### config.mk
export PLATFORM = sky130hd
export DESIGN_NAME = pf_out_ser_bank
export DESIGN_NICKNAME = d
export VERILOG_FILES = /design/src/rtl/pf_out_pkg.sv /design/src/rtl/pf_out_ser_lane.sv /design/src/rtl/pf_out_ser_bank.sv
export SDC_FILE = /design/constraint.sdc
export NUM_CORES = 1
export LEC_CHECK = 0
export ABC_AREA = 0
export ABC_CLOCK_PERIOD_IN_PS = 2100
export CORE_MARGIN = 5
export CORE_UTILIZATION = 25
export DETAILED_ROUTE_END_ITERATION = 7
export PLACE_DENSITY_LB_ADDON = 0.2
export SYNTH_ARGS = -nofsm -noshare
export SYNTH_HDL_FRONTEND = slang
export SYNTH_SLANG_ARGS = --single-unit
### constraint.sdc
create_clock -name i_clk -period 2.1 [get_ports i_clk]
set_input_delay 0.21 -clock i_clk [delete_from_list [all_inputs] [get_ports i_clk]]
set_output_delay 0.21 -clock i_clk [all_outputs]
set_load 0.1 [all_outputs]
### src/rtl/pf_out_pkg.sv
// -----------------------------------------------------------------------------
// pf_out_pkg
// Shared definitions for the pf_out_ser_bank differential serialiser bank:
//   - state_e      : bank FSM states (IDLE, SHIFT)
//   - *_MIN/*_MAX  : legal ranges for the CHANNELS and SER_W parameters
//   - calc_cnt_w() : width of the per-word bit counter for a given SER_W
// -----------------------------------------------------------------------------
package pf_out_pkg;

  typedef enum logic [0:0] {
    IDLE  = 1'b0,
    SHIFT = 1'b1
  } state_e;

  localparam int unsigned CHANNELS_MIN = 32'd1;
  localparam int unsigned CHANNELS_MAX = 32'd16;
  localparam int unsigned SER_W_MIN    = 32'd2;
  localparam int unsigned SER_W_MAX    = 32'd32;

  // Counter width CNT_W = $clog2(SER_W), never narrower than one bit.
  function automatic int unsigned calc_cnt_w(input int unsigned ser_w);
    int unsigned w;
    w = $clog2(ser_w);
    if (w < 32'd1) begin
      w = 32'd1;
    end else begin
      w = w;
    end
    return w;
  endfunction

endpackage

### src/rtl/pf_out_ser_lane.sv
// -----------------------------------------------------------------------------
// pf_out_ser_lane
// One differential lane of the serialiser bank. Holds the lane shift register,
// the per-word enable latch and the registered pad driver.
// Ports:
//   i_clk, i_reset   clock and synchronous active-high reset
//   i_load           load i_word / latch i_ch_en on this edge (word boundary)
//   i_advance        shift to the next bit on this edge
//   i_active         bank will be in SHIFT after this edge
//   i_word           parallel word for this lane
//   i_ch_en          lane enable, captured only at a load
//   i_invert         live polarity swap
//   o_padop/o_padon  complementary pad outputs (registered)
// -----------------------------------------------------------------------------
module pf_out_ser_lane
  import pf_out_pkg::*;
#(
  parameter int unsigned SER_W      = 32'd8,
  parameter bit          IDLE_LEVEL = 1'b0,
  parameter bit          MSB_FIRST  = 1'b1
) (
  input  logic             i_clk,
  input  logic             i_reset,
  input  logic             i_load,
  input  logic             i_advance,
  input  logic             i_active,
  input  logic [SER_W-1:0] i_word,
  input  logic             i_ch_en,
  input  logic             i_invert,
  output logic             o_padop,
  output logic             o_padon
);

  logic [SER_W-1:0] r_shreg;
  logic             r_en;
  logic             r_out;

  logic [SER_W-1:0] w_shreg_nxt;
  logic             w_en_nxt;
  logic             w_bit;
  logic             w_out_nxt;

  // Next shift-register contents, enable and pad level. The pad flop is fed
  // from the post-edge shift register so the first bit of a freshly loaded
  // word reaches the pad on the same edge that loads it.
  always_comb begin
    w_shreg_nxt = r_shreg;
    w_en_nxt    = r_en;
    w_bit       = 1'b0;
    w_out_nxt   = IDLE_LEVEL ^ i_invert;

    if (i_load) begin
      w_shreg_nxt = i_word;
      w_en_nxt    = i_ch_en;
    end else if (i_advance) begin
      if (MSB_FIRST) begin
        w_shreg_nxt = {r_shreg[SER_W-2:0], 1'b0};
      end else begin
        w_shreg_nxt = {1'b0, r_shreg[SER_W-1:1]};
      end
    end else begin
      w_shreg_nxt = r_shreg;
    end

    if (MSB_FIRST) begin
      w_bit = w_shreg_nxt[SER_W-1];
    end else begin
      w_bit = w_shreg_nxt[0];
    end

    if (i_active && w_en_nxt) begin
      w_out_nxt = w_bit ^ i_invert;
    end else begin
      w_out_nxt = IDLE_LEVEL ^ i_invert;
    end
  end

  // Lane state registers; reset drives the raw idle level, ignoring i_invert.
  always_ff @(posedge i_clk) begin
    if (i_reset) begin
      r_shreg <= {SER_W{1'b0}};
      r_en    <= 1'b0;
      r_out   <= IDLE_LEVEL;
    end else begin
      r_shreg <= w_shreg_nxt;
      r_en    <= w_en_nxt;
      r_out   <= w_out_nxt;
    end
  end

  assign o_padop = r_out;
  assign o_padon = ~r_out;

endmodule

### src/rtl/pf_out_ser_bank.sv
// -----------------------------------------------------------------------------
// pf_out_ser_bank
// Multi-channel differential output serialiser. Accepts one parallel word per
// lane through a valid/ready handshake and shifts it out one bit per cycle on
// CHANNELS complementary pad pairs, with a one-word holding register so that
// consecutive words stream with no idle bit between them.
// Ports:
//   i_clk, i_reset   clock and synchronous active-high reset
//   i_data           lane k word at [k*SER_W +: SER_W]
//   i_data_valid     i_data holds a word
//   o_data_ready     bank accepts a word this cycle
//   i_ch_en          per-lane enable, captured at each word load
//   i_invert         per-lane polarity swap, applied live
//   o_busy           a word is being shifted
//   o_stream_end     one-cycle pulse in the first idle cycle after a stream
//   o_padop/o_padon  positive/negative pads (o_padon == ~o_padop)
// -----------------------------------------------------------------------------
module pf_out_ser_bank
  import pf_out_pkg::*;
#(
  parameter int unsigned CHANNELS   = 32'd4,
  parameter int unsigned SER_W      = 32'd8,
  parameter bit          IDLE_LEVEL = 1'b0,
  parameter bit          MSB_FIRST  = 1'b1
) (
  input  logic                      i_clk,
  input  logic                      i_reset,
  input  logic [CHANNELS*SER_W-1:0] i_data,
  input  logic                      i_data_valid,
  output logic                      o_data_ready,
  input  logic [CHANNELS-1:0]       i_ch_en,
  input  logic [CHANNELS-1:0]       i_invert,
  output logic                      o_busy,
  output logic                      o_stream_end,
  output logic [CHANNELS-1:0]       o_padop,
  output logic [CHANNELS-1:0]       o_padon
);

  localparam int unsigned      CNT_W    = calc_cnt_w(SER_W);
  localparam logic [CNT_W-1:0] CNT_LAST = CNT_W'(SER_W - 32'd1);

  // Out-of-range parameters stop elaboration.
  if ((CHANNELS < CHANNELS_MIN) || (CHANNELS > CHANNELS_MAX) ||
      (SER_W < SER_W_MIN) || (SER_W > SER_W_MAX)) begin : g_param_check
    $error("pf_out_ser_bank: CHANNELS or SER_W out of range");
  end

  state_e                     r_state;
  logic [CNT_W-1:0]           r_cnt;
  logic [CHANNELS*SER_W-1:0]  r_hold;
  logic                       r_hold_full;
  logic                       r_stream_end;

  state_e                     w_state_nxt;
  logic [CNT_W-1:0]           w_cnt_nxt;
  logic [CHANNELS*SER_W-1:0]  w_hold_nxt;
  logic                       w_hold_full_nxt;
  logic                       w_stream_end_nxt;
  logic                       w_xfer;
  logic                       w_load;
  logic                       w_advance;
  logic                       w_active;
  logic [CHANNELS*SER_W-1:0]  w_load_word;

  assign o_data_ready = !r_hold_full && !i_reset;
  assign w_xfer       = i_data_valid && o_data_ready;
  assign w_active     = (w_state_nxt == SHIFT);

  // FSM next state, bit counter, holding register and lane load control.
  always_comb begin
    w_state_nxt      = r_state;
    w_cnt_nxt        = r_cnt;
    w_hold_nxt       = r_hold;
    w_hold_full_nxt  = r_hold_full;
    w_stream_end_nxt = 1'b0;
    w_load           = 1'b0;
    w_advance        = 1'b0;
    w_load_word      = i_data;

    case (r_state)
      IDLE: begin
        w_cnt_nxt = {CNT_W{1'b0}};
        if (w_xfer) begin
          w_load      = 1'b1;
          w_state_nxt = SHIFT;
        end else begin
          w_state_nxt = IDLE;
        end
      end

      SHIFT: begin
        if (r_cnt != CNT_LAST) begin
          w_cnt_nxt = r_cnt + CNT_W'(1);
          w_advance = 1'b1;
          if (w_xfer) begin
            w_hold_nxt      = i_data;
            w_hold_full_nxt = 1'b1;
          end else begin
            w_hold_full_nxt = r_hold_full;
          end
        end else begin
          // Last bit of the current word: chain the next word in without a gap.
          w_cnt_nxt = {CNT_W{1'b0}};
          if (r_hold_full) begin
            w_load      = 1'b1;
            w_load_word = r_hold;
            if (w_xfer) begin
              w_hold_nxt      = i_data;
              w_hold_full_nxt = 1'b1;
            end else begin
              w_hold_full_nxt = 1'b0;
            end
          end else if (w_xfer) begin
            w_load = 1'b1;
          end else begin
            w_state_nxt      = IDLE;
            w_stream_end_nxt = 1'b1;
          end
        end
      end

      default: begin
        w_state_nxt = IDLE;
        w_cnt_nxt   = {CNT_W{1'b0}};
      end
    endcase
  end

  // Control registers; reset discards any word in flight without a stream-end pulse.
  always_ff @(posedge i_clk) begin
    if (i_reset) begin
      r_state      <= IDLE;
      r_cnt        <= {CNT_W{1'b0}};
      r_hold       <= {(CHANNELS*SER_W){1'b0}};
      r_hold_full  <= 1'b0;
      r_stream_end <= 1'b0;
    end else begin
      r_state      <= w_state_nxt;
      r_cnt        <= w_cnt_nxt;
      r_hold       <= w_hold_nxt;
      r_hold_full  <= w_hold_full_nxt;
      r_stream_end <= w_stream_end_nxt;
    end
  end

  assign o_busy       = (r_state == SHIFT);
  assign o_stream_end = r_stream_end;

  for (genvar k = 0; k < CHANNELS; k++) begin : g_lane
    pf_out_ser_lane #(
      .SER_W      (SER_W),
      .IDLE_LEVEL (IDLE_LEVEL),
      .MSB_FIRST  (MSB_FIRST)
    ) u_lane (
      .i_clk     (i_clk),
      .i_reset   (i_reset),
      .i_load    (w_load),
      .i_advance (w_advance),
      .i_active  (w_active),
      .i_word    (w_load_word[k*SER_W +: SER_W]),
      .i_ch_en   (i_ch_en[k]),
      .i_invert  (i_invert[k]),
      .o_padop   (o_padop[k]),
      .o_padon   (o_padon[k])
    );
  end

endmodule

After elaboration in Yosys (flattened, before gate mapping)
Cells that the tools add are included.
- flip-flop bits (word level): 78
- word-level logic and storage cells: 82
- output and inout port bits: 11
- input port bits: 43
- add/sub/neg operators: 1
- bitwise gates (word level): 9
- eq/ne operators: 2
- reduce and logical (&&, ||, !) cells: 13
- mux-type cells: 36
- operators with widths (operator ; number):
    2-to-1 mux 32 bit ; 6
    2-to-1 mux 8 bit ; 8
    2-to-1 mux 1 bit ; 18
    logical AND 1 bit ; 6
    case mux 3 bit (2 select lines) ; 1
    NOT 1 bit ; 5
    case mux 1 bit (2 select lines) ; 2
    AND reduction 2 bit ; 2
    nonzero test 2 bit ; 2
    OR reduction 4 bit ; 1
    XOR 1 bit ; 4
    adder 3 x 1 -> 3 bit, second input constant ; 1
    2-to-1 mux 3 bit ; 1
    != test 3 bit, second input constant ; 1
    zero test 1 bit ; 2
    != test 2 bit, second input constant ; 1

Logic depth before layout (Yosys ltp)
Gate-level depths: netlist (run 1).
- depth in word-level cells: 10
- depth in mapped cells: 8
- gate-level depth less buffers: 7

Cells and area by module
From an unflattened synthesis (run 1), not the netlist that was laid out.
- cell total of the unflattened synthesis: 415
- area total of the unflattened synthesis: 4030.1 µm²
- by module, submodules not included (module ; cells each ; seq. area each (µm²) ; times used ; area each (µm²)):
    pf_out_ser_bank ; 207 ; 760.7 ; 1 ; 2163.3
    pf_out_ser_lane ; 52 ; 200.2 ; 4 ; 466.7

Least setup slack after synthesis (run 1)
OpenSTA, ideal clock, no wires.
- kind: reg2reg
- start point: register r_state, in the netlist o_busy
- end point: register g_lane[0].u_lane.r_out
- setup time: 0.123 ns
- stages on the path, launching flop included: 7
- data arrival time: 2.313 ns
- setup slack: -0.336 ns
- buffers on the path: 1
- path through: dfxtp_1 -> buf_2 -> nand3_4 -> mux2_1 -> and3_1 -> a31oi_1 -> mux2_1
- longest elaborated chain between the ends: 5
- elaborated cells between the ends (all ways): 11
- classes of those cells: mux (8); bitwise (2); reduce/logical (1)
- RTL lines (item ; line ; source):
    start: declaration ; pf_out_ser_bank.sv:48 ; state_e r_state;
    start signal: assignment ; pf_out_ser_bank.sv:138 ; r_state <= w_state_nxt;
    NOT 1 bit (no line) or 2-to-1 mux 1 bit (tied branches) ; - ;
    case mux 1 bit (2 select lines) or 2-to-1 mux 8 bit (tied branches) ; pf_out_ser_bank.sv:80, pf_out_ser_lane.sv:55 ;
    2-to-1 mux 8 bit or 2-to-1 mux 1 bit (tied branches) ; pf_out_ser_lane.sv:52 ; if (i_load) begin
    XOR 1 bit or logical AND 1 bit (tied branches) ; pf_out_ser_lane.sv:72, pf_out_ser_lane.sv:71 ;
    2-to-1 mux 1 bit * ; pf_out_ser_lane.sv:71 ; if (i_active && w_en_nxt) begin
    end signal: assignment ; pf_out_ser_lane.sv:87 ; r_out <= w_out_nxt;
    end: declaration ; pf_out_ser_lane.sv:36 ; logic r_out;
Every way passes the cells marked *; elsewhere a longest branch is shown, timed or not. The select of a mux whose other input is x is not followed.
A chain may end at the register's enable or synchronous reset.

Worst setup path in the final report (run 1)
- start point: register r_cnt[0]
- end point: register g_lane[1].u_lane.r_out
- longest elaborated chain between the ends: 7
- elaborated cells between the ends (all ways): 15
- classes of those cells: eq/ne (1); mux (12); bitwise (1); reduce/logical (1)
- RTL lines (item ; line ; source):
    start: declaration ; pf_out_ser_bank.sv:49 ; logic [CNT_W-1:0] r_cnt;
    start signal: assignment ; pf_out_ser_bank.sv:133 ; r_cnt <= {CNT_W{1'b0}};
    start signal: assignment ; pf_out_ser_bank.sv:139 ; r_cnt <= w_cnt_nxt;
    != test 3 bit * ; pf_out_ser_bank.sv:92 ; if (r_cnt != CNT_LAST) begin
    2-to-1 mux 1 bit ; pf_out_ser_bank.sv:92 ;
    2-to-1 mux 1 bit ; pf_out_ser_bank.sv:80 ; case (r_state)
    2-to-1 mux 8 bit ; pf_out_ser_lane.sv:55 ; end else if (i_advance) begin
    2-to-1 mux 8 bit ; pf_out_ser_lane.sv:52 ;
    XOR 1 bit ; pf_out_ser_lane.sv:72 ; w_out_nxt = w_bit ^ i_invert;
    2-to-1 mux 1 bit * ; pf_out_ser_lane.sv:71 ;
    end signal: assignment ; pf_out_ser_lane.sv:87 ;
    end: declaration ; pf_out_ser_lane.sv:36 ;
Marks and branches as above.

==> results.py, run 1 <==
metrics = {
    "worst_setup_path": {
        "cpMostUsedCell": "mux2_1",
        "r2r_slack_ps": 80,
        "crit_path_cell_trace": "ha_2, ha_4, nand3_4, mux2_1, and3_1, a31oi_1, mux2_1",
        "r2r-start": "r_cnt[0]$_SDFF_PP0_",
        "path_buf_inv": 0,
        "critPathKind": "flip-flop to flip-flop",
        "cp_slowest_cell": "mux2_1",
        "path_max_fanout": 7,
        "crit_start": "r_cnt[0]$_SDFF_PP0_",
        "cp.required_ps": 2330,
        "crit_path_end": "g_lane[1].u_lane.o_padop$_SDFF_PP0_",
        "path_depth": 7,
        "r2r_cells": 7,
        "cpPeakStageDelay_ps": 360,
        "r2r_end": "g_lane[1].u_lane.o_padop$_SDFF_PP0_",
        "cp-end-kind": "flip-flop",
        "critPathTopFamily": "multiplexers",
        "crit_arrival_ps": 2250,
        "start_kind": "flip-flop",
    },
    "cts": {
        "cts_htree_levels": 3,
        "clkTransAtPathRegs_ps": 60,
        "clk_latency_ps": 340,
        "clock_sinks": 78,
        "postCtsSetupRepairBufs": 0,
        "cts_buffer_depth": 2,
        "cts-root-buf": "clkbuf_16",
        "numCtsBuffers": 9,
        "cts_tree": "built",
    },
    "final_layout": {
        "drive_gt1_share_pct": 18.4,
        "nets": 492,
        "n_antenna_cell": 0,
        "fill_cells": 1451,
        "areaGrowthSynthToFinish_pct": 28.3,
        "final_area_um2": 4590,
    },
    "sta": {
        "fmax_mhz": 495,
        "hold_slack_ps": 431,
        "relSlewSlack_pct": 62.9,
        "slew_viol_final": 0,
        "tightest_slew_ps": 557,
        "layout_setup_ws_ps": 79.5,
        "rsz0062_at_grt": "yes",
        "clock_skew_ps": 8.84,
        "finalSetupViolCount": 0,
        "post-route-min-period_ps": 2020,
        "finalCritPeriodShare_pct": 96.2,
        "finalHoldViolations": 0,
        "fin_setup_tns_ps": 0,
    },
    "yosys": {
        "ys.warnings.count": 0,
        "synth_top_cells_by_area": "dfxtp_1, mux2_2, mux2i_1, nand2_1, a211oi_1",
        "synthArstFlopShare_pct": 0,
        "yosys-top-cells-count": "dfxtp_1, nand2_1, a21oi_1",
        "synth_most_common_cell": "dfxtp_1",
        "synth_nets": 450,
        "synthFlopType": "dfxtp_1",
        "syn_area_um2": 3580,
        "synth_area_per_cell_um2": 8.86,
        "synth_top_area_share_pct": 43.6,
        "ys_ff_latch": 78,
        "yosysSeqAreaShare_pct": 43.6,
        "synthCells": 404,
        "yosys.area.top_type": "dfxtp_1",
        "synthDistinctLibCells": 29,
        "synth_enable_flop_cells": 0,
    },
    "power": {
        "comb_power_share_pct": 15.5,
        "p_total_mw": 3.74,
        "p_switching_mw": 0.992,
        "power_leakage_nw": 1.78,
        "power_frac_seq_pct": 43.5,
        "sw_frac_of_total_pct": 26.5,
        "vdd_drop_max_v": 0.000345,
        "power.internal_mw": 2.75,
        "p_clk_share_pct": 41.0,
        "p_per_area_nw_per_um2": 814,
    },
    "outcome": {
        "status": "finished clean",
    },
    "detailed_routing": {
        "routed_wl_mm": 8.57,
        "dr.first_iter.drc_count": 63,
        "dr.pass1.iters": 4,
        "antenna_left": 0,
        "drc_errors": 0,
        "wl_per_cell_um": 13.6,
        "vias_per_cell": 4.49,
        "dr_total_vias": 2836,
    },
    "global_routing": {
        "first_global_vias": 2884,
        "grt_pass1_wl_mm": 14.3,
        "grt_antenna_before_repair": 1,
        "track_usage_pct": 10.7,
        "grt_max_degree": 57,
        "gr-total-overflow": 0,
    },
    "place": {
        "port-buffer-count": 53,
        "placed_cell_area_um2": 4280,
        "hpwl_mm": 5.76,
        "place_ws_ps": -54.6,
        "gp_congestion": 0.781,
    },
    "floorplan": {
        "core_area_um2": 13900,
        "die_width_um": 130,
        "initial_core_util_pct": 25.7,
        "io_pins": 54,
        "die_y_um": 130,
        "die_area_um2": 16800,
        "num_rows": 43,
    },
    "worst_hold_path": {
        "hp-class": "input port to flip-flop",
    },
    "run": {
        "max-cap-violations": 0,
    },
}
how the worst min path moves through the flow:
stage	startpoint	end	slack, ps	cells past startpoint
6_report	i_reset	g_lane[0].u_lane.r_en$_SDFF_PP0_	430	3
3_5_place_dp	r_cnt[0]$_SDFF_PP0_	r_cnt[0]$_SDFF_PP0_	440	1
5_1_grt	i_reset	r_hold[27]$_SDFFE_PP0P_	460	3
4_1_cts	i_reset	r_hold[23]$_SDFFE_PP0P_	420	3
3_3_place_gp	r_cnt[0]$_SDFF_PP0_	r_cnt[0]$_SDFF_PP0_	420	1
2_1_floorplan	i_data[10]	r_hold[10]$_SDFFE_PP0P_	350	2
per-layer routing:
layer / wire length, µm / vias up / part of all wire [%] / track usage, %
met5: 11 / - / 0.13 / 0
met4: 113 / 2 / 1.3 / 3.00
met3: 269 / 13 / 3.1 / 3.30
met2: 4130 / 32 / 48 / 17.5
met1: 4040 / 1321 / 47 / 13.7
li1: - / 1468 / - / -
through the flow:
stage	util [%]	cells
after floorplan	-	404
after global placement	30.7	615
after detailed placement	30.7	615
after CTS	32.8	631
after global routing	32.9	631
final	32.9	631
worst reg2reg max path: cells and delay by family, from the launching register on:
family,cells,cell delay (ps)
flip-flops,1,350
adder cells (fa/ha/maj),2,390
AO/OA/AOI/OAI,1,170
AND/OR/NAND/NOR,2,310
multiplexers,2,690
area by class of cell:
| cell class | instances | area [µm²] | share of cell area [%] |
|---|---|---|---|
| clock buffer | 10 | 229 | 4.99 |
| multi-input combinational | 281 | 1830 | 39.9 |
| inverter | 5 | 18.8 | 0.409 |
| timing repair buffer | 71 | 658 | 14.3 |
| sequential | 78 | 1570 | 34.1 |
| clock inverter | 6 | 61.3 | 1.34 |
| tap | 180 | 225 | 4.91 |
power by group through the flow:
stage          clock network, mW  registers [mW]  logic, mW
3_5_place_dp                   0            1.66      0.584
3_3_place_gp                   0            1.66      0.580
4_1_cts                     1.58            1.63      0.588
2_1_floorplan                  0            1.65      0.397
6_report                    1.53            1.63      0.579
5_1_grt                     1.65            1.64      0.637
repair_timing:
action,in CTS,in global routing
hold buffers,0,0
gates resized for setup,1,3
endpoints found under the setup margin,4,4
cloned,0,0
cells in the final DEF, fill, tap and decap left out, types with 2 or more instances in the layout:
| cell | instances |
|---|---|
| dfxtp_1 | 77 |
| nand2_1 | 73 |
| a21oi_1 | 42 |
| clkdlybuf4s50_1 | 41 |
| nor2_1 | 37 |
| mux2i_1 | 28 |
| mux2_2 | 28 |
| a211oi_1 | 28 |
| buf_4 | 27 |
| clkbuf_16 | 9 |
| mux2_1 | 7 |
| nor3_1 | 6 |
| inv_1 | 5 |
| nor2b_1 | 5 |
| and3_1 | 4 |
| a31oi_1 | 4 |
| o21ai_0 | 2 |
| nor3b_1 | 2 |
| clkinvlp_4 | 2 |
| clkinv_2 | 2 |
| buf_12 | 2 |
kinds of logic (layout without fill, tap and decap cells):
group                    after synthesis  after routing  synth area share (%)
AND/OR/NAND/NOR                      135            135                  16.3
AO/OA/AOI/OAI                         79             79                  13.4
flip-flops                            78             78                  43.6
multiplexers                          64             64                  19.2
buffers and inverters                 45             92                  6.43
adder cells (fa/ha/maj)                3              3                  1.05
state kept, by name, indices dropped and copies added (netlist names):
signal / count
r_cnt: 3
g_lane.u_lane.o_padop: 4
o_stream_end: 1
g_lane.u_lane.r_shreg: 32
r_hold_full: 1
g_lane.u_lane.r_en: 4
o_busy: 1
r_hold: 32
Note: power is estimated with default switching activity, not from simulation.
==> inputs of run 2 (changes only) <==
Settings changed: CORE_UTILIZATION 25 to 45, CTS_CLUSTER_SIZE from default to 28.
==> results.py, run 2 (synthesis gave the netlist of run 1 again) <==
metrics = {
    "outcome": {
        "status": "finished clean",
    },
    "worst_setup_path": {
        "start_kind": "flip-flop",
        "cp_slowest_cell": "mux2_1",
        "cp.required_ps": 2340,
        "cpPeakStageDelay_ps": 370,
        "crit_path_cell_trace": "ha_2, ha_4, nand3_4, mux2_1, and3_1, a31oi_1, mux2_1",
        "critPathTopFamily": "multiplexers",
        "crit_arrival_ps": 2260,
        "cp-end-kind": "flip-flop",
        "cpMostUsedCell": "mux2_1",
        "path_buf_inv": 0,
        "critPathKind": "flip-flop to flip-flop",
        "path_max_fanout": 7,
    },
    "power": {
        "power_leakage_nw": 1.72,
        "power.internal_mw": 2.29,
        "p_clk_share_pct": 31.4,
        "sw_frac_of_total_pct": 28.7,
        "comb_power_share_pct": 18.0,
        "p_per_area_nw_per_um2": 732,
        "power_frac_seq_pct": 50.6,
        "p_switching_mw": 0.920,
        "vdd_drop_max_v": 0.000372,
    },
    "detailed_routing": {
        "wl_per_cell_um": 13.8,
        "dr.pass1.iters": 4,
        "vias_per_cell": 5.10,
        "dr.first_iter.drc_count": 93,
        "routed_wl_mm": 7.55,
        "antenna_left": 0,
        "dr_total_vias": 2800,
        "drc_errors": 0,
    },
    "floorplan": {
        "io_pins": 54,
        "core_area_um2": 7730,
        "die_area_um2": 9840,
        "die_width_um": 99.2,
        "num_rows": 32,
        "initial_core_util_pct": 46.3,
        "die_y_um": 99.2,
    },
    "sta": {
        "slew_viol_final": 0,
        "layout_setup_ws_ps": 83.3,
        "tightest_slew_ps": 542,
        "relSlewSlack_pct": 63.9,
        "finalSetupViolCount": 0,
        "rsz0062_at_grt": "no",
        "fmax_mhz": 496,
        "post-route-min-period_ps": 2020,
        "finalHoldViolations": 0,
        "clock_skew_ps": 10.5,
        "finalCritPeriodShare_pct": 96.0,
    },
    "final_layout": {
        "final_common_cell": "dfxtp_1",
        "nets": 488,
        "final_cell_mix": "dfxtp_1, nand2_1, a21oi_1",
        "areaGrowthSynthToFinish_pct": 22.4,
        "final_util_pct": 56.7,
        "reg_top3": "g_lane.u_lane.r_shreg: 32 flops, r_hold: 32 flops",
        "drive_gt1_share_pct": 18.1,
        "n_antenna_cell": 0,
        "fill_cells": 710,
    },
    "global_routing": {
        "gr-total-overflow": 0,
        "grt_antenna_before_repair": 0,
        "first_global_vias": 2786,
        "grt_pass1_wl_mm": 13.1,
        "grt_max_degree": 57,
        "track_usage_pct": 16.4,
    },
    "cts": {
        "numCtsBuffers": 9,
        "cts_tree": "built",
        "clock_sinks": 78,
        "postCtsSetupRepairBufs": 0,
        "cts_buffer_depth": 2,
        "clkTransAtPathRegs_ps": 80,
        "cts_htree_levels": 3,
        "cts-root-buf": "clkbuf_8",
        "clk_latency_ps": 350,
    },
    "place": {
        "port-buffer-count": 53,
        "hpwl_mm": 5.11,
        "place_ws_ps": -77.7,
        "gp_congestion": 0.816,
    },
    "worst_hold_path": {
        "hp-class": "input port to flip-flop",
    },
    "run": {
        "max-cap-violations": 0,
    },
}
==> run 2: final cells by class <==
cell class	count	area (µm²)	area share (%)
sequential	78	1570	35.7
timing repair buffer	67	653	14.9
tap	102	128	2.91
multi-input combinational	281	1840	42.0
inverter	5	18.8	0.428
clock buffer	11	141	3.23
clock inverter	5	35.0	0.800
==> run 2: worst paths after layout <==
check | slack [ps] | endpoint | startpoint | cells past startpoint
worst max-delay path | 80 | g_lane[2].u_lane.o_padop$_SDFF_PP0_ | r_cnt[1]$_SDFF_PP0_ | 7
worst min-delay path | 410 | r_hold[6]$_SDFFE_PP0P_ | i_reset | 3
worst max register to register | 80 | g_lane[2].u_lane.o_padop$_SDFF_PP0_ | r_cnt[1]$_SDFF_PP0_ | 7
worst min register to register | 440 | r_cnt[0]$_SDFF_PP0_ | r_cnt[0]$_SDFF_PP0_ | 1
==> run 2: tightest hold or removal path: stages <==
cell and delay [ps]:
buf_2 120, buf_4 240, a21oi_1 140
==> run 2: power groups by stage <==
stage | Combinational (mW) | Sequential [mW] | Clock (mW)
6_report | 0.576 | 1.63 | 1.01
3_5_place_dp | 0.577 | 1.66 | 0
3_3_place_gp | 0.572 | 1.66 | 0
5_1_grt | 0.632 | 1.64 | 1.11
4_1_cts | 0.580 | 1.63 | 1.04
2_1_floorplan | 0.397 | 1.65 | 0
==> run 2: routing by layer <==
layer  share of wire, %  vias to the layer above  wire length, µm  global-route usage (%)
met1                 47                     1293             3570                    20.6
met3                3.5                        9              267                    4.14
met5                  0                        -                0                       0
met4                1.3                        0              100                    5.67
met2                 48                       41             3620                    27.4
li1                   -                     1457                -                       -
==> run 2: metrics by stage <==
stage / instances / instance area [µm²] / hold WS (ps) / TNS (ps) / power (mW)
final: 549 / 4380 / 414 / 0 / 3.21
after global routing: 549 / 4380 / 413 / 0 / 3.38
after CTS: 549 / 4370 / 401 / 0 / 3.24
after detailed placement: 533 / 4180 / 426 / -217 / 2.24
after global placement: 533 / 4180 / 416 / 0 / 2.23
after floorplan: 404 / 3580 / 346 / 0 / 2.05
==> run 2: repair_timing <==
| action | 4_1_cts | 5_1_grt |
|---|---|---|
| endpoints found under the setup margin | 4 | 4 |
| pin swaps | 0 | 1 |
| resized for setup | 2 | 4 |
| hold buffers | 0 | 0 |
==> inputs of run 3 (changes only) <==
Settings changed: CELL_PAD_IN_SITES_DETAIL_PLACEMENT from default to 1, CELL_PAD_IN_SITES_GLOBAL_PLACEMENT from default to 1, CORE_UTILIZATION 45 to 37.
==> results.py, run 3 (synthesis gave the netlist of run 1 again) <==
metrics = {
    "floorplan": {
        "die_area_um2": 11700,
        "core_area_um2": 9330,
        "die_y_um": 108,
        "initial_core_util_pct": 38.4,
        "die_width_um": 108,
        "io_pins": 54,
        "num_rows": 35,
    },
    "detailed_routing": {
        "routed_wl_mm": 8.82,
        "dr.first_iter.drc_count": 89,
        "dr.pass1.iters": 3,
        "dr_total_vias": 2930,
        "antenna_left": 0,
        "vias_per_cell": 5.04,
        "drc_errors": 0,
        "wl_per_cell_um": 15.2,
    },
    "final_layout": {
        "areaGrowthSynthToFinish_pct": 25.3,
        "final_cell_mix": "dfxtp_1, nand2_1, a21oi_1",
        "fill_cells": 1072,
        "final_util_pct": 48.1,
        "final_common_cell": "dfxtp_1",
        "reg_top3": "g_lane.u_lane.r_shreg: 32 flops, r_hold: 32 flops",
        "nets": 493,
        "final_area_um2": 4490,
        "drive_gt1_share_pct": 19.2,
        "n_antenna_cell": 0,
    },
    "outcome": {
        "status": "finished clean",
    },
    "cts": {
        "numCtsBuffers": 9,
        "cts-root-buf": "clkbuf_8",
        "postCtsSetupRepairBufs": 0,
        "clock_sinks": 78,
        "clkTransAtPathRegs_ps": 80,
        "cts_tree": "built",
        "clk_latency_ps": 340,
        "cts_htree_levels": 3,
        "cts_buffer_depth": 2,
    },
    "power": {
        "vdd_drop_max_v": 0.000361,
        "p_switching_mw": 0.940,
        "p_per_area_nw_per_um2": 790,
        "power.internal_mw": 2.60,
        "p_clk_share_pct": 37.4,
        "comb_power_share_pct": 16.7,
        "power_leakage_nw": 1.77,
        "sw_frac_of_total_pct": 26.5,
        "power_frac_seq_pct": 45.9,
        "p_total_mw": 3.54,
    },
    "worst_setup_path": {
        "path_max_fanout": 7,
        "start_kind": "flip-flop",
        "r2r_slack_ps": 80,
        "cpPeakStageDelay_ps": 360,
        "crit_start": "r_cnt[0]$_SDFF_PP0_",
        "crit_path_cell_trace": "ha_2, ha_4, nand3_4, mux2_1, and3_1, a31oi_1, mux2_1",
        "r2r_cells": 7,
        "critPathKind": "flip-flop to flip-flop",
        "r2r-start": "r_cnt[0]$_SDFF_PP0_",
        "cpMostUsedCell": "mux2_1",
        "cp.required_ps": 2340,
        "r2r_end": "g_lane[0].u_lane.o_padop$_SDFF_PP0_",
        "cp-end-kind": "flip-flop",
        "critPathTopFamily": "multiplexers",
        "crit_arrival_ps": 2260,
        "cp_slowest_cell": "mux2_1",
        "path_buf_inv": 0,
    },
    "sta": {
        "post-route-min-period_ps": 2020,
        "tightest_slew_ps": 524,
        "fmax_mhz": 494,
        "finalHoldViolations": 0,
        "finalCritPeriodShare_pct": 96.3,
        "finalSetupViolCount": 0,
        "rsz0062_at_grt": "no",
        "slew_viol_final": 0,
        "clock_skew_ps": 7.09,
        "relSlewSlack_pct": 65.1,
    },
    "worst_hold_path": {
        "holdPathStages": 2,
        "hp-class": "input port to flip-flop",
        "whs_endpoint": "o_busy$_SDFF_PP0_",
        "hold_start": "i_reset",
    },
    "global_routing": {
        "first_global_vias": 3155,
        "gr-total-overflow": 0,
        "grt_antenna_before_repair": 0,
        "grt_max_degree": 48,
        "track_usage_pct": 15.8,
        "grt_pass1_wl_mm": 14.8,
    },
    "run": {
        "max-cap-violations": 0,
    },
    "place": {
        "gp_congestion": 0.860,
        "placed_cell_area_um2": 4230,
        "port-buffer-count": 53,
        "hpwl_mm": 6.20,
    },
}
[run 3: metal layers]
| layer | vias up | wire length [µm] | track usage (%) |
|---|---|---|---|
| met5 | - | 0 | 0 |
| met4 | 0 | 121 | 4.24 |
| met2 | 34 | 4510 | 28.2 |
| met3 | 12 | 252 | 3.82 |
| li1 | 1465 | - | - |
| met1 | 1419 | 3930 | 18.9 |
[run 3: what timing repair did]
item / in CTS / in global routing
gates resized for setup: 2 / 4
hold buffers: 0 / 0
endpoints found under the setup margin: 4 / 4
[run 3: final cells by class]
type | instances | area (µm²) | area share, %
sequential | 78 | 1570 | 34.9
tap | 129 | 161 | 3.60
clock buffer | 11 | 163 | 3.63
timing repair buffer | 72 | 666 | 14.8
clock inverter | 5 | 78.8 | 1.76
multi-input combinational | 281 | 1830 | 40.9
inverter | 5 | 18.8 | 0.418
[run 3: how the worst max path moves through the flow]
stage / endpoint / slack, ps / cells past startpoint
after global routing: g_lane[0].u_lane.o_padop$_SDFF_PP0_ / 2 / 7
after floorplan: g_lane[0].u_lane.o_padop$_SDFF_PP0_ / 110 / 8
after detailed placement: g_lane[3].u_lane.o_padop$_SDFF_PP0_ / -70 / 7
after global placement: g_lane[0].u_lane.o_padop$_SDFF_PP0_ / 10 / 7
after CTS: g_lane[3].u_lane.o_padop$_SDFF_PP0_ / 30 / 7
final: g_lane[0].u_lane.o_padop$_SDFF_PP0_ / 80 / 7
[run 3: power by group through the flow]
stage          clock network [mW]  logic (mW)  registers (mW)
2_1_floorplan                   0       0.397            1.65
3_3_place_gp                    0       0.579            1.66
3_5_place_dp                    0       0.593            1.66
4_1_cts                      1.37       0.598            1.63
5_1_grt                      1.43       0.645            1.64
6_report                     1.32       0.592            1.63
[run 3: stage by stage]
stage          TNS [ps]  std cells  hold WS (ps)  setup slack (ps)
6_report              0        581           120              77.5
5_1_grt               0        581           117              1.59
4_1_cts               0        581          98.5              28.2
3_5_place_dp       -239        565           430             -68.2
3_3_place_gp          0        565           416              14.4
2_1_floorplan         0        404           346               108
==> patch (flow settings as in run 2) <==
`IDLE_LEVEL` is set to 1'b0 in 2 places; all go to 1'b1.
--- a/src/rtl/pf_out_ser_lane.sv
+++ b/src/rtl/pf_out_ser_lane.sv
@@ -16,7 +16,7 @@
   import pf_out_pkg::*;
 #(
   parameter int unsigned SER_W      = 32'd8,
-  parameter bit          IDLE_LEVEL = 1'b0,
+  parameter bit          IDLE_LEVEL = 1'b1,
   parameter bit          MSB_FIRST  = 1'b1
 ) (
   input  logic             i_clk,
--- a/src/rtl/pf_out_ser_bank.sv
+++ b/src/rtl/pf_out_ser_bank.sv
@@ -20,7 +20,7 @@
 #(
   parameter int unsigned CHANNELS   = 32'd4,
   parameter int unsigned SER_W      = 32'd8,
-  parameter bit          IDLE_LEVEL = 1'b0,
+  parameter bit          IDLE_LEVEL = 1'b1,
   parameter bit          MSB_FIRST  = 1'b1
 ) (
   input  logic                      i_clk,
Function: changed (a bounded check fails within 4 cycles, from zero or initial values and one cycle with i_reset high).
==> patch against run 2 <==
  * Routed wire length increased by 4.3%
  * Fmax increased by 4.0%
  * Power increased by 8.0%
  * Worst hold slack got worse by 200 ps
  * Combinational power increased by 5.0%
  * Sequential cell count unchanged
  * Sequential share of layout area decreased by 1.4 points
  * Non-clock buffer count increased by 1
  * Design area increased by 4.0%
  * Synthesized area increased by 5.7%
  * Worst setup slack improved by 77 ps
==> patch: results (changes against run 2) <==
The run finished with clean final reports. The net total in the final layout is 487 (-0.20%). The routability congestion estimate was 0.7761 (-4.9%); the number of violations reported at the end of detailed-routing iteration 0 was 94 (+1.1%). The post-detailed-routing wire length is 7875 um (+4.3%), and the average wire per cell in the routed design is 14.32 um (+4.1%).

The tools report the static leakage as 1.894 nW (+10%). For the pre-CTS setup slack, the log shows 89.72 ps (+167.4 ps). The maximum net fanout on the critical path is 23 (+16). The tools report the startpoint of the most critical setup path as r_cnt[0]$_SDFF_PP0_. For the via count of the first global-routing pass, the log shows 2,699 (-3.1%).

The tools report the pin count of the biggest net entering global routing as 38 (-33%). The hold path endpoint is o_busy$_SDFF_PP0_. The count of cells along the worst register-to-register path was 8 (+1); the worst clock skew was 7.737 ps (-2.777 ps).

For the met3 layer wire length in the routed design, the log shows 376 um (+41%). The half-perimeter wire length of the detailed placement result came out at 5150 um (+0.83%). Mean area per synthesized cell: 9.432 um2 (+6.5%).

The most critical setup path has its endpoint at g_lane[2].u_lane.o_padop$_SDFF_PP1_. The via density per instance is 5.151 (+0.99%), and the met1 track demand over resource in global routing is 0.2175 (+0.01153). The detailed-routing wirelength on met1 came out at 3892 um (+9.1%). The run gives 0.004334 mm2 (+3.7%) as the area of placed instances. The layout cell share with drive strength beyond 1 works out to 0.2382 (+0.05699). The cell depth of the worst hold path came out at 2 (-1). The tools report the largest voltage drop on the vdd net as 416.1 uV (+12%). The run gives 0.4128 (-0.02353) as the sequential element share of the synthesized area. The wire length of the first global-routing pass is 13,120 um (-0.11%), and the relative slew slack is 0.6944 (+0.05567).
-- patch: cell count changes in the layout (fill, tap and decap cells not counted), sizes merged, moves of 2 or more --
cell / delta
nand3: +4
a211oi: +5
and2: +3
o21ai: +2
mux2i: +11
nand2: +3
a31oi: -4
nor3: -5
and3: -4
bufinv: +2
mux2: -11
clkinv: -2
nor2: -6
nand2b: +3
-- patch: area by class of cell --
cell class,count,area [um2]
Clock buffer,11,151.4
Clock inverter,4,70.07
Fill cell,742,3659
Inverter,4,15.01
Multi-Input combinational cell,280,1964
Sequential cell,78,1563
Tap cell,105,131.4
Timing Repair Buffer,68,663.1
-- patch: worst max-delay path, cell delays in order, from the launching register on --
cell and delay [ps]:
sky130_fd_sc_hd__dfxtp_1 320, sky130_fd_sc_hd__ha_1 210, sky130_fd_sc_hd__ha_1 190, sky130_fd_sc_hd__nand2b_2 270
sky130_fd_sc_hd__buf_12 210, sky130_fd_sc_hd__mux2i_1 220, sky130_fd_sc_hd__nand2_1 80, sky130_fd_sc_hd__o21ai_1 150
sky130_fd_sc_hd__mux2i_1 200
-- patch: kinds of logic (layout without fill, tap and decap cells) --
group	Yosys count	count (layout)	share of synthesized area
AND/OR/NAND/NOR	132	132	0.1522
AO/OA/AOI/OAI	81	81	0.1747
flip-flops	78	78	0.4128
multiplexers	64	64	0.1786
buffers and inverters	43	87	0.07178
adder cells (fa/ha/maj)	3	3	0.009925
-- patch: timing repair --
item,4_1_cts,5_1_grt
gates resized for setup,0,1
hold buffers,0,0
setup endpoints to repair,0,2
-- patch: where the power goes --
part / switching (mW) / internal (mW) / total [mW]
Clock: 0.535 / 0.724 / 1.26
Sequential: 0.0419 / 1.56 / 1.60
Combinational: 0.340 / 0.264 / 0.605
Total: 0.918 / 2.55 / 3.46
